==> src/rtl/tdm_demux_8ch.sv <==
// Receive-side demultiplexer for an 8-slot TDM link: locks to frame sync,
// steers each beat to its channel and publishes complete frames atomically.
module tdm_demux_8ch #(
  parameter int unsigned DW               = 1,
  parameter bit          SYNC_EVERY_FRAME = 1'b1
) (
  input  logic            clk,
  input  logic            rst_n,
  input  logic [DW-1:0]   din,
  input  logic            din_valid,
  input  logic            frame_sync,
  output logic [8*DW-1:0] ch_out,
  output logic            frame_valid,
  output logic            locked,
  output logic [2:0]      slot,
  output logic            sync_err
);

  localparam int unsigned NCH = 8;

  typedef enum logic {HUNT, LOCKED} state_t;

  state_t            state_q, state_d;
  logic [2:0]        slot_d;
  logic [DW-1:0]     cap_q [NCH];
  logic [DW-1:0]     cap_d [NCH];
  logic [8*DW-1:0]   ch_out_d;
  logic              frame_valid_d;
  logic              sync_err_d;

  // State, capture and output registers
  always_ff @(posedge clk or negedge rst_n) begin
    if (!rst_n) begin
      state_q     <= HUNT;
      slot        <= 3'd0;
      cap_q       <= '{default: '0};
      ch_out      <= '0;
      frame_valid <= 1'b0;
      locked      <= 1'b0;
      sync_err    <= 1'b0;
    end else begin
      state_q     <= state_d;
      slot        <= slot_d;
      cap_q       <= cap_d;
      ch_out      <= ch_out_d;
      frame_valid <= frame_valid_d;
      locked      <= (state_d == LOCKED);
      sync_err    <= sync_err_d;
    end
  end

  // Next-state: slot tracking, sync checking and frame publication
  always_comb begin
    state_d       = state_q;
    slot_d        = slot;
    cap_d         = cap_q;
    ch_out_d      = ch_out;
    frame_valid_d = 1'b0;
    sync_err_d    = 1'b0;

    if (din_valid) begin
      unique case (state_q)
        HUNT: begin
          if (frame_sync) begin
            cap_d[0] = din;
            slot_d   = 3'd1;
            state_d  = LOCKED;
          end
        end
        LOCKED: begin
          if (frame_sync && (slot != 3'd0)) begin
            // Misaligned sync restarts the frame on this beat
            sync_err_d = 1'b1;
            cap_d[0]   = din;
            slot_d     = 3'd1;
          end else if (SYNC_EVERY_FRAME && !frame_sync && (slot == 3'd0)) begin
            sync_err_d = 1'b1;
            slot_d     = 3'd0;
            state_d    = HUNT;
          end else begin
            cap_d[slot] = din;
            slot_d      = slot + 3'd1;
            if (slot == 3'd7) begin
              frame_valid_d = 1'b1;
              for (int k = 0; k < 7; k++) begin
                ch_out_d[k*DW +: DW] = cap_q[k];
              end
              ch_out_d[7*DW +: DW] = din;
            end
          end
        end
        default: state_d = HUNT;
      endcase
    end
  end

endmodule

==> config.mk <==
export PLATFORM = sky130hd
export DESIGN_NAME = tdm_demux_8ch
export DESIGN_NICKNAME = d
export VERILOG_FILES = /design/src/rtl/tdm_demux_8ch.sv
export SDC_FILE = /design/constraint.sdc
export NUM_CORES = 1
export LEC_CHECK = 0
export CAP_MARGIN = 20
export CORE_MARGIN = 10
export CORE_UTILIZATION = 30
export DETAILED_ROUTE_END_ITERATION = 8
export DONT_BUFFER_PORTS = 1
export GPL_ROUTABILITY_DRIVEN = 0
export SYNTH_ARGS = -nofsm -noshare
export SYNTH_HDL_FRONTEND = slang
export SYNTH_SLANG_ARGS = --single-unit
==> constraint.sdc <==
create_clock -name clk -period 2.8 [get_ports clk]
set_clock_uncertainty 0.15 [all_clocks]
set_input_delay 0.56 -clock clk [delete_from_list [all_inputs] [get_ports clk]]
set_output_delay 0.56 -clock clk [all_outputs]
set_load 0.01 [all_outputs]
==> results of run 1 <==
## cells by family after synthesis
logic type | share of synthesized area (%)
compound gates | 5.08
fa+ha+maj | 7.62
buf+inv | 3.05
flops | 53.4
mux | 18.6
simple gates | 12.3
## layer usage
metal	wire, um	vias up	part of all wire (%)
met5	0	-	0
met1	754	288	43
met2	838	13	47
li1	-	277	-
met4	8	0	0.45
met3	170	2	9.6
## worst max-delay path, cell delays in order (launching register included)
cell,delay (ns)
dfrtp_1,0.51
inv_1,0.13
ha_1,0.14
and2b_1,0.16
inv_1,0.05
ha_1,0.37
nand4b_1,0.19
nor2_1,0.18
mux2_2,0.34
## cells in the mapped netlist
cell type   n  area (sq um)
a21oi_1     2          10.0
a31oi_1     1          6.26
a32o_1      1          10.0
and2b_1     1          7.51
and3_1      1          6.26
buf_4       2          15.0
dfrtp_1    21           526
ha_1        6          75.1
inv_1       4          15.0
mux2_1      2          22.5
mux2_2     12           135
mux2_4      1          15.0
mux2i_1     1          10.0
nand2_1     3          11.3
nand2b_1    3          18.8
nand4_1     1          6.26
nand4_4     1          21.3
nand4b_1    1          8.76
nor2_1      8          30.0
nor3_1      1          5.00
nor4_1      1          6.26
o21a_1      1          7.51
o21ai_0     1          5.00
o21ai_1     1          5.00
o22ai_1     1          6.26
## metrics by stage
| step | hold slack (ns) | setup WS (ns) | util [%] | cell area [sq um] |
|---|---|---|---|---|
| 4_1_cts | 0.190 | 0.460 | 34.2 | 1060 |
| 5_1_grt | 0.172 | 0.317 | 34.2 | 1060 |
| 2_1_floorplan | 0.114 | 0.670 | - | 985 |
| 3_3_place_gp | 0.115 | 0.514 | 33.0 | 1020 |
| 6_report | 0.199 | 0.488 | 34.2 | 1060 |
| 3_5_place_dp | 0.115 | 0.462 | 33.0 | 1020 |
## area by class of cell
type                    count  area share, %
flip-flops and latches     21           49.5
multi-input cells          51           40.4
well taps                  44           5.19
clock buffers               4           2.48
inverters                   4           1.42
repair buffers              1          0.943
## state kept, by name, indices dropped and copies added, names as in the netlist
signal	flops
frame_valid	1
state_q	1
ch_out	8
cap_q	7
sync_err	1
slot	3
## repair_timing
action / in CTS / in global routing
hold buffers: 1 / 0
hold endpoints to repair: 21 / 0
setup endpoints to repair: 0 / 0
## worst paths after layout
check | to | depth (start not counted) | slack, ns | start
setup / recovery | cap_q[3] | 8 | 0.49 | slot[1]
hold / removal | state_q | 1 | 0.20 | din_valid
setup reg to reg | cap_q[3] | 8 | 0.49 | slot[1]
hold reg to reg | ch_out[4] | 1 | 0.35 | cap_q[3]
max in group asynchronous | ch_out[6] | 1 | 1.28 | rst_n
min in group asynchronous | cap_q[7] | 1 | 0.68 | rst_n
## power breakdown
| group | switching [mW] | internal (mW) | total (mW) |
|---|---|---|---|
| Combinational | 0.112 | 0.132 | 0.244 |
| Sequential | 0.128 | 0.404 | 0.532 |
| Clock | 0.0841 | 0.0554 | 0.139 |
==> impl_metrics.prom, run 1 <==
# TYPE chip_impl_metric gauge
chip_impl_info{name="status",value="completed"} 1
chip_impl_metric{name="syn-num-nets",unit=""} 89
chip_impl_info{name="layout.cells.most_common_list",value="21 x dfrtp_1, 12 x mux2_2, 8 x nor2_1"} 1
chip_impl_metric{name="cts_setup_buffers",unit=""} 0
chip_impl_metric{name="placed_cells_incl_taps",unit=""} 120
chip_impl_metric{name="die-width",unit="um"} 77.3
chip_impl_metric{name="cts-buffers-inserted",unit=""} 3
chip_impl_metric{name="pin_slew_with_the_least_headroom_to_its_limit",unit="ns"} 0.893
chip_impl_metric{name="postSynthCellCount",unit=""} 78
chip_impl_metric{name="top_level_ports",unit=""} 19
chip_impl_metric{name="routing_usage_on_met2",unit="%"} 9.53
chip_impl_metric{name="fill_cells",unit=""} 328
chip_impl_metric{name="yosys_warnings",unit=""} 0
chip_impl_metric{name="core-area",unit="sq um"} 3100
chip_impl_metric{name="grt_antenna_before_repair",unit=""} 0
chip_impl_metric{name="p_leak",unit="nW"} 0.505
chip_impl_metric{name="design_power_total",unit="mW"} 0.915
chip_impl_metric{name="critPathRequiredTime",unit="ns"} 2.84
chip_impl_metric{name="max-slew-margin-rel",unit="%"} 40.3
chip_impl_metric{name="synth.ff_latch_count",unit=""} 21
chip_impl_metric{name="bufs_on_longest_clock_path",unit=""} 2
chip_impl_metric{name="hold_viol_final",unit=""} 0
chip_impl_metric{name="cts_resized",unit=""} 0
chip_impl_metric{name="route.vias.total",unit=""} 580
chip_impl_metric{name="detail_route.wl_per_cell",unit="um"} 14.2
chip_impl_metric{name="drtAntennaViolNets",unit=""} 0
chip_impl_metric{name="total_area_of_multi_input_combinational_cells",unit="sq um"} 429
chip_impl_metric{name="nNetsFinal",unit=""} 93
chip_impl_info{name="global_route.peak_usage_layer",value="met2"} 1
chip_impl_metric{name="final_layout_size_suffix_gt1_share",unit="%"} 21.0
chip_impl_metric{name="start_util",unit="%"} 31.7
chip_impl_metric{name="irDropWorstVdd",unit="mV"} 0.199
chip_impl_info{name="clock_tree.root_cell",value="clkbuf_4"} 1
chip_impl_metric{name="numPortBuffers",unit=""} 0
chip_impl_metric{name="timing.critical_path.arrival",unit="ns"} 2.35
chip_impl_metric{name="hpwl_detailed",unit="mm"} 1.37
chip_impl_metric{name="detailedRoute.firstIterationViolations",unit=""} 22
chip_impl_metric{name="insertedDiodeCount",unit=""} 0
chip_impl_metric{name="cts.htree.levels",unit=""} 1
chip_impl_metric{name="pin_count_of_the_biggest_net_entering_global_routing",unit=""} 22
chip_impl_metric{name="gr-usage-met3",unit="%"} 3.61
chip_impl_metric{name="vias_in_the_first_global_route",unit=""} 594
chip_impl_metric{name="regArea",unit="sq um"} 526
chip_impl_info{name="timing.critical_path.to_type",value="flop"} 1
chip_impl_metric{name="rows",unit=""} 20
chip_impl_metric{name="synth_area",unit="sq um"} 985
chip_impl_metric{name="grt_remaining_overflow",unit=""} 0
chip_impl_metric{name="grt_usage",unit="%"} 6.15
chip_impl_metric{name="grt_use_met1",unit="%"} 6.81
chip_impl_metric{name="grt_first_pass_wirelength",unit="mm"} 3.02
chip_impl_metric{name="numClockSinks",unit=""} 21
chip_impl_metric{name="finish.cell_count_without_fillers",unit=""} 125
chip_impl_info{name="cts_tree",value="done"} 1
chip_impl_metric{name="synth_area_per_cell",unit="sq um"} 12.6
chip_impl_metric{name="synthToLayoutAreaGrowth",unit="%"} 7.75
chip_impl_metric{name="post_synth_num_cell_types",unit=""} 25
chip_impl_metric{name="report.final.slew_viol_count",unit=""} 0
chip_impl_metric{name="timing.max_cap.violations",unit=""} 0
chip_impl_metric{name="dr.pass1.iters",unit=""} 3
chip_impl_info{name="timing.setup.critical_path_class",value="reg2reg"} 1
chip_impl_metric{name="min_period",unit="ns"} 2.31
chip_impl_info{name="final_common_cell",value="dfrtp_1"} 1
chip_impl_metric{name="yosysSeqAreaShare",unit="%"} 53.4
chip_impl_metric{name="vias_per_cell",unit=""} 4.64
chip_impl_info{name="grt_setup_unrepaired",value="false"} 1
chip_impl_metric{name="die_h",unit="um"} 77.3
chip_impl_metric{name="clk_latency",unit="ns"} 0.29
chip_impl_info{name="worst_setup_path_start_kind",value="flop"} 1
chip_impl_metric{name="max_freq",unit="GHz"} 0.433
chip_impl_metric{name="final_min_period_over_clock_period",unit="%"} 82.6
chip_impl_metric{name="wire_length_reported_by_the_detailed_router",unit="mm"} 1.77
chip_impl_info{name="worst_hold_path_type",value="in2reg"} 1
chip_impl_metric{name="drc",unit=""} 0
chip_impl_metric{name="die-area",unit="sq um"} 5970
chip_impl_metric{name="setup_viol_count_final",unit=""} 0
chip_impl_metric{name="worst-path-max-fanout",unit=""} 8
chip_impl_metric{name="fin_setup_tns",unit="ns"} 0
chip_impl_metric{name="power_per_cell_area",unit="nW/um^2"} 863
chip_impl_metric{name="cts.clk_slew.worst_paths",unit="ns"} 0.11
No activity file was read; power rests on OpenSTA's default activity.
==> run 2: changes to the inputs <==
clock period = 1.9 ns   (was 2.8 ns; I/O delays follow)
==> impl_metrics.prom, run 2 (same netlist as run 1, synthesis figures left out) <==
# TYPE chip_impl_metric gauge
chip_impl_metric{name="grt_remaining_overflow",unit=""} 0
chip_impl_metric{name="max_freq",unit="GHz"} 0.482
chip_impl_metric{name="grt_first_pass_wirelength",unit="mm"} 3.66
chip_impl_metric{name="max-slew-margin-rel",unit="%"} 38.0
chip_impl_metric{name="worst-path-max-fanout",unit=""} 4
chip_impl_metric{name="final_min_period_over_clock_period",unit="%"} 109
chip_impl_metric{name="fill_cells",unit=""} 306
chip_impl_metric{name="die-width",unit="um"} 77.3
chip_impl_metric{name="power_per_cell_area",unit="nW/um^2"} 1320
chip_impl_metric{name="vias_per_cell",unit=""} 4.93
chip_impl_metric{name="nNetsFinal",unit=""} 107
chip_impl_metric{name="core-area",unit="sq um"} 3100
chip_impl_info{name="max_flop_register",value="ch_out"} 1
chip_impl_metric{name="clk_latency",unit="ns"} 0.32
chip_impl_info{name="timing.setup.critical_path_class",value="reg2reg"} 1
chip_impl_metric{name="synthToLayoutAreaGrowth",unit="%"} 28.3
chip_impl_metric{name="critPathRequiredTime",unit="ns"} 1.96
chip_impl_metric{name="hpwl_detailed",unit="mm"} 1.47
chip_impl_metric{name="total_area_of_multi_input_combinational_cells",unit="sq um"} 514
chip_impl_metric{name="grt_antenna_before_repair",unit=""} 0
chip_impl_metric{name="grt_usage",unit="%"} 7.53
chip_impl_metric{name="largest_register_ffs",unit=""} 8
chip_impl_metric{name="postLayoutSetupSlackWorst",unit="ns"} -0.173
chip_impl_metric{name="detail_route.wl_per_cell",unit="um"} 15.7
chip_impl_metric{name="cts.htree.levels",unit=""} 1
chip_impl_metric{name="timing.critical_path.arrival",unit="ns"} 2.13
chip_impl_metric{name="vias_in_the_first_global_route",unit=""} 741
chip_impl_metric{name="start_util",unit="%"} 31.7
chip_impl_metric{name="pin_slew_with_the_least_headroom_to_its_limit",unit="ns"} 0.927
chip_impl_info{name="worst_hold_path_type",value="in2reg"} 1
chip_impl_metric{name="top_level_ports",unit=""} 19
chip_impl_info{name="grt_setup_unrepaired",value="true"} 1
chip_impl_info{name="largest_registers",value="ch_out x8, cap_q x7, slot x3"} 1
chip_impl_metric{name="report.final.slew_viol_count",unit=""} 0
chip_impl_info{name="critical_path_startpoint",value="slot[1]"} 1
chip_impl_info{name="worst_setup_path_start_kind",value="flop"} 1
chip_impl_metric{name="wire_length_reported_by_the_detailed_router",unit="mm"} 2.19
chip_impl_metric{name="pin_count_of_the_biggest_net_entering_global_routing",unit=""} 22
chip_impl_info{name="violations_in_the_final_reports",value="negative setup slack"} 1
chip_impl_metric{name="regArea",unit="sq um"} 528
chip_impl_metric{name="bufs_on_longest_clock_path",unit=""} 2
chip_impl_info{name="cts_tree",value="done"} 1
chip_impl_metric{name="drc",unit=""} 0
chip_impl_metric{name="timing.reg2reg.setup_slack",unit="ns"} -0.17
chip_impl_metric{name="placed_cells_incl_taps",unit=""} 126
chip_impl_metric{name="numPortBuffers",unit=""} 0
chip_impl_metric{name="fin_setup_tns",unit="ns"} -1.45
chip_impl_metric{name="rows",unit=""} 20
chip_impl_info{name="r2r-start",value="slot[1]"} 1
chip_impl_metric{name="dr.pass1.iters",unit=""} 4
chip_impl_metric{name="finish.cell_count_without_fillers",unit=""} 139
chip_impl_metric{name="irDropWorstVdd",unit="mV"} 0.653
chip_impl_metric{name="holdPathStages",unit=""} 1
chip_impl_metric{name="setup_viol_count_final",unit=""} 15
chip_impl_metric{name="detailedRoute.firstIterationViolations",unit=""} 24
chip_impl_metric{name="cts-buffers-inserted",unit=""} 3
chip_impl_info{name="final_common_cell",value="dfrtp_1"} 1
chip_impl_metric{name="route.vias.total",unit=""} 685
chip_impl_info{name="clock_tree.root_cell",value="clkbuf_4"} 1
chip_impl_info{name="holdPathEnd",value="cap_q[6]"} 1
chip_impl_metric{name="hold_ws",unit="ns"} 0.0387
chip_impl_info{name="endpoint_of_the_most_critical_register_to_register_path",value="cap_q[3]"} 1
chip_impl_metric{name="numClockSinks",unit=""} 21
chip_impl_metric{name="p_leak",unit="nW"} 0.588
chip_impl_metric{name="die_h",unit="um"} 77.3
chip_impl_info{name="timing.critical_path.to_type",value="flop"} 1
chip_impl_metric{name="post-place-ws",unit="ns"} -0.118
chip_impl_metric{name="worstRegToRegCells",unit=""} 8
chip_impl_metric{name="hold_viol_final",unit=""} 0
chip_impl_metric{name="final_layout_size_suffix_gt1_share",unit="%"} 49.5
chip_impl_metric{name="die-area",unit="sq um"} 5970
chip_impl_metric{name="min_period",unit="ns"} 2.07
chip_impl_metric{name="insertedDiodeCount",unit=""} 0
chip_impl_info{name="hold_start",value="din"} 1
chip_impl_info{name="layout.cells.most_common_list",value="19 x dfrtp_1, 11 x buf_4, 7 x mux2_4, 7 x mux2_2, 5 x nor2_2"} 1
chip_impl_metric{name="drtAntennaViolNets",unit=""} 0
chip_impl_metric{name="cts.clk_slew.worst_paths",unit="ns"} 0.12
chip_impl_metric{name="timing.max_cap.violations",unit=""} 0
chip_impl_info{name="status",value="complete, but fails checks"} 1
[run 2: cell types whose count changed in the layout (fill, tap and decap cells not counted), moves of 2 or more]
cell | previous run | this run
buf_4 | 0 | 11
dfrtp_1 | 21 | 19
dfrtp_2 | 0 | 2
dlygate4sd3_1 | 1 | 3
ha_1 | 6 | 3
ha_4 | 0 | 3
inv_1 | 4 | 1
inv_2 | 0 | 3
mux2_2 | 12 | 7
mux2_4 | 1 | 7
nor2_1 | 8 | 3
nor2_2 | 0 | 5
[run 2: layer usage]
layer / GRT usage [%] / vias up / part of all wire [%]
met5: 0 / - / 0
met4: 1.46 / 0 / 0.55
met3: 5.01 / 2 / 11
met2: 12.2 / 23 / 48
met1: 8.02 / 354 / 40
li1: - / 306 / -
[run 2: final cells by class]
class / instances / share of cell area (%)
multi-input combinational: 51 / 40.7
timing repair buffer: 15 / 9.80
inverter: 4 / 1.19
tap: 44 / 4.36
clock buffer: 3 / 1.78
clock inverter: 1 / 0.396
sequential: 21 / 41.8
[run 2: repair_timing]
| action | CTS | global route |
|---|---|---|
| gates resized for setup | 9 | 5 |
| pin swaps | 7 | 8 |
| setup buffers | 3 | 3 |
| hold buffers | 2 | 1 |
| hold endpoints to repair | 22 | 1 |
| setup endpoints to repair | 14 | 17 |
[run 2: worst max-delay path by stage]
stage          endpoint  depth (start not counted)
4_1_cts        cap_q[4]                          8
3_3_place_gp   cap_q[6]                          8
3_5_place_dp   cap_q[6]                          8
6_report       cap_q[3]                          8
5_1_grt        cap_q[3]                          8
2_1_floorplan  cap_q[6]                          8
[run 2: power breakdown]
part	total, mW	leakage (nW)	internal [mW]	switching [mW]
Sequential	0.743	0.271	0.599	0.145
Clock	0.222	0.0177	0.0788	0.144
Combinational	0.701	0.299	0.393	0.308
Total	1.67	0.588	1.07	0.597
[run 2: critical path, cell delays in order (launching register included)]
cell and delay, ns:
dfrtp_2 0.43, inv_2 0.08, ha_4 0.12, and2b_2 0.16, inv_2 0.05, ha_4 0.27, nand4b_1 0.21, nor2_2 0.20
mux2_4 0.30
[run 2: metrics by stage]
step                      util [%]  total power, mW  instance area [sq um]
after floorplan                  -             1.13                   1020
after global placement        35.6             1.26                   1100
after CTS                     39.3             1.62                   1220
final                         40.7             1.67                   1260
after global routing          40.7             1.80                   1260
after detailed placement      35.6             1.29                   1100
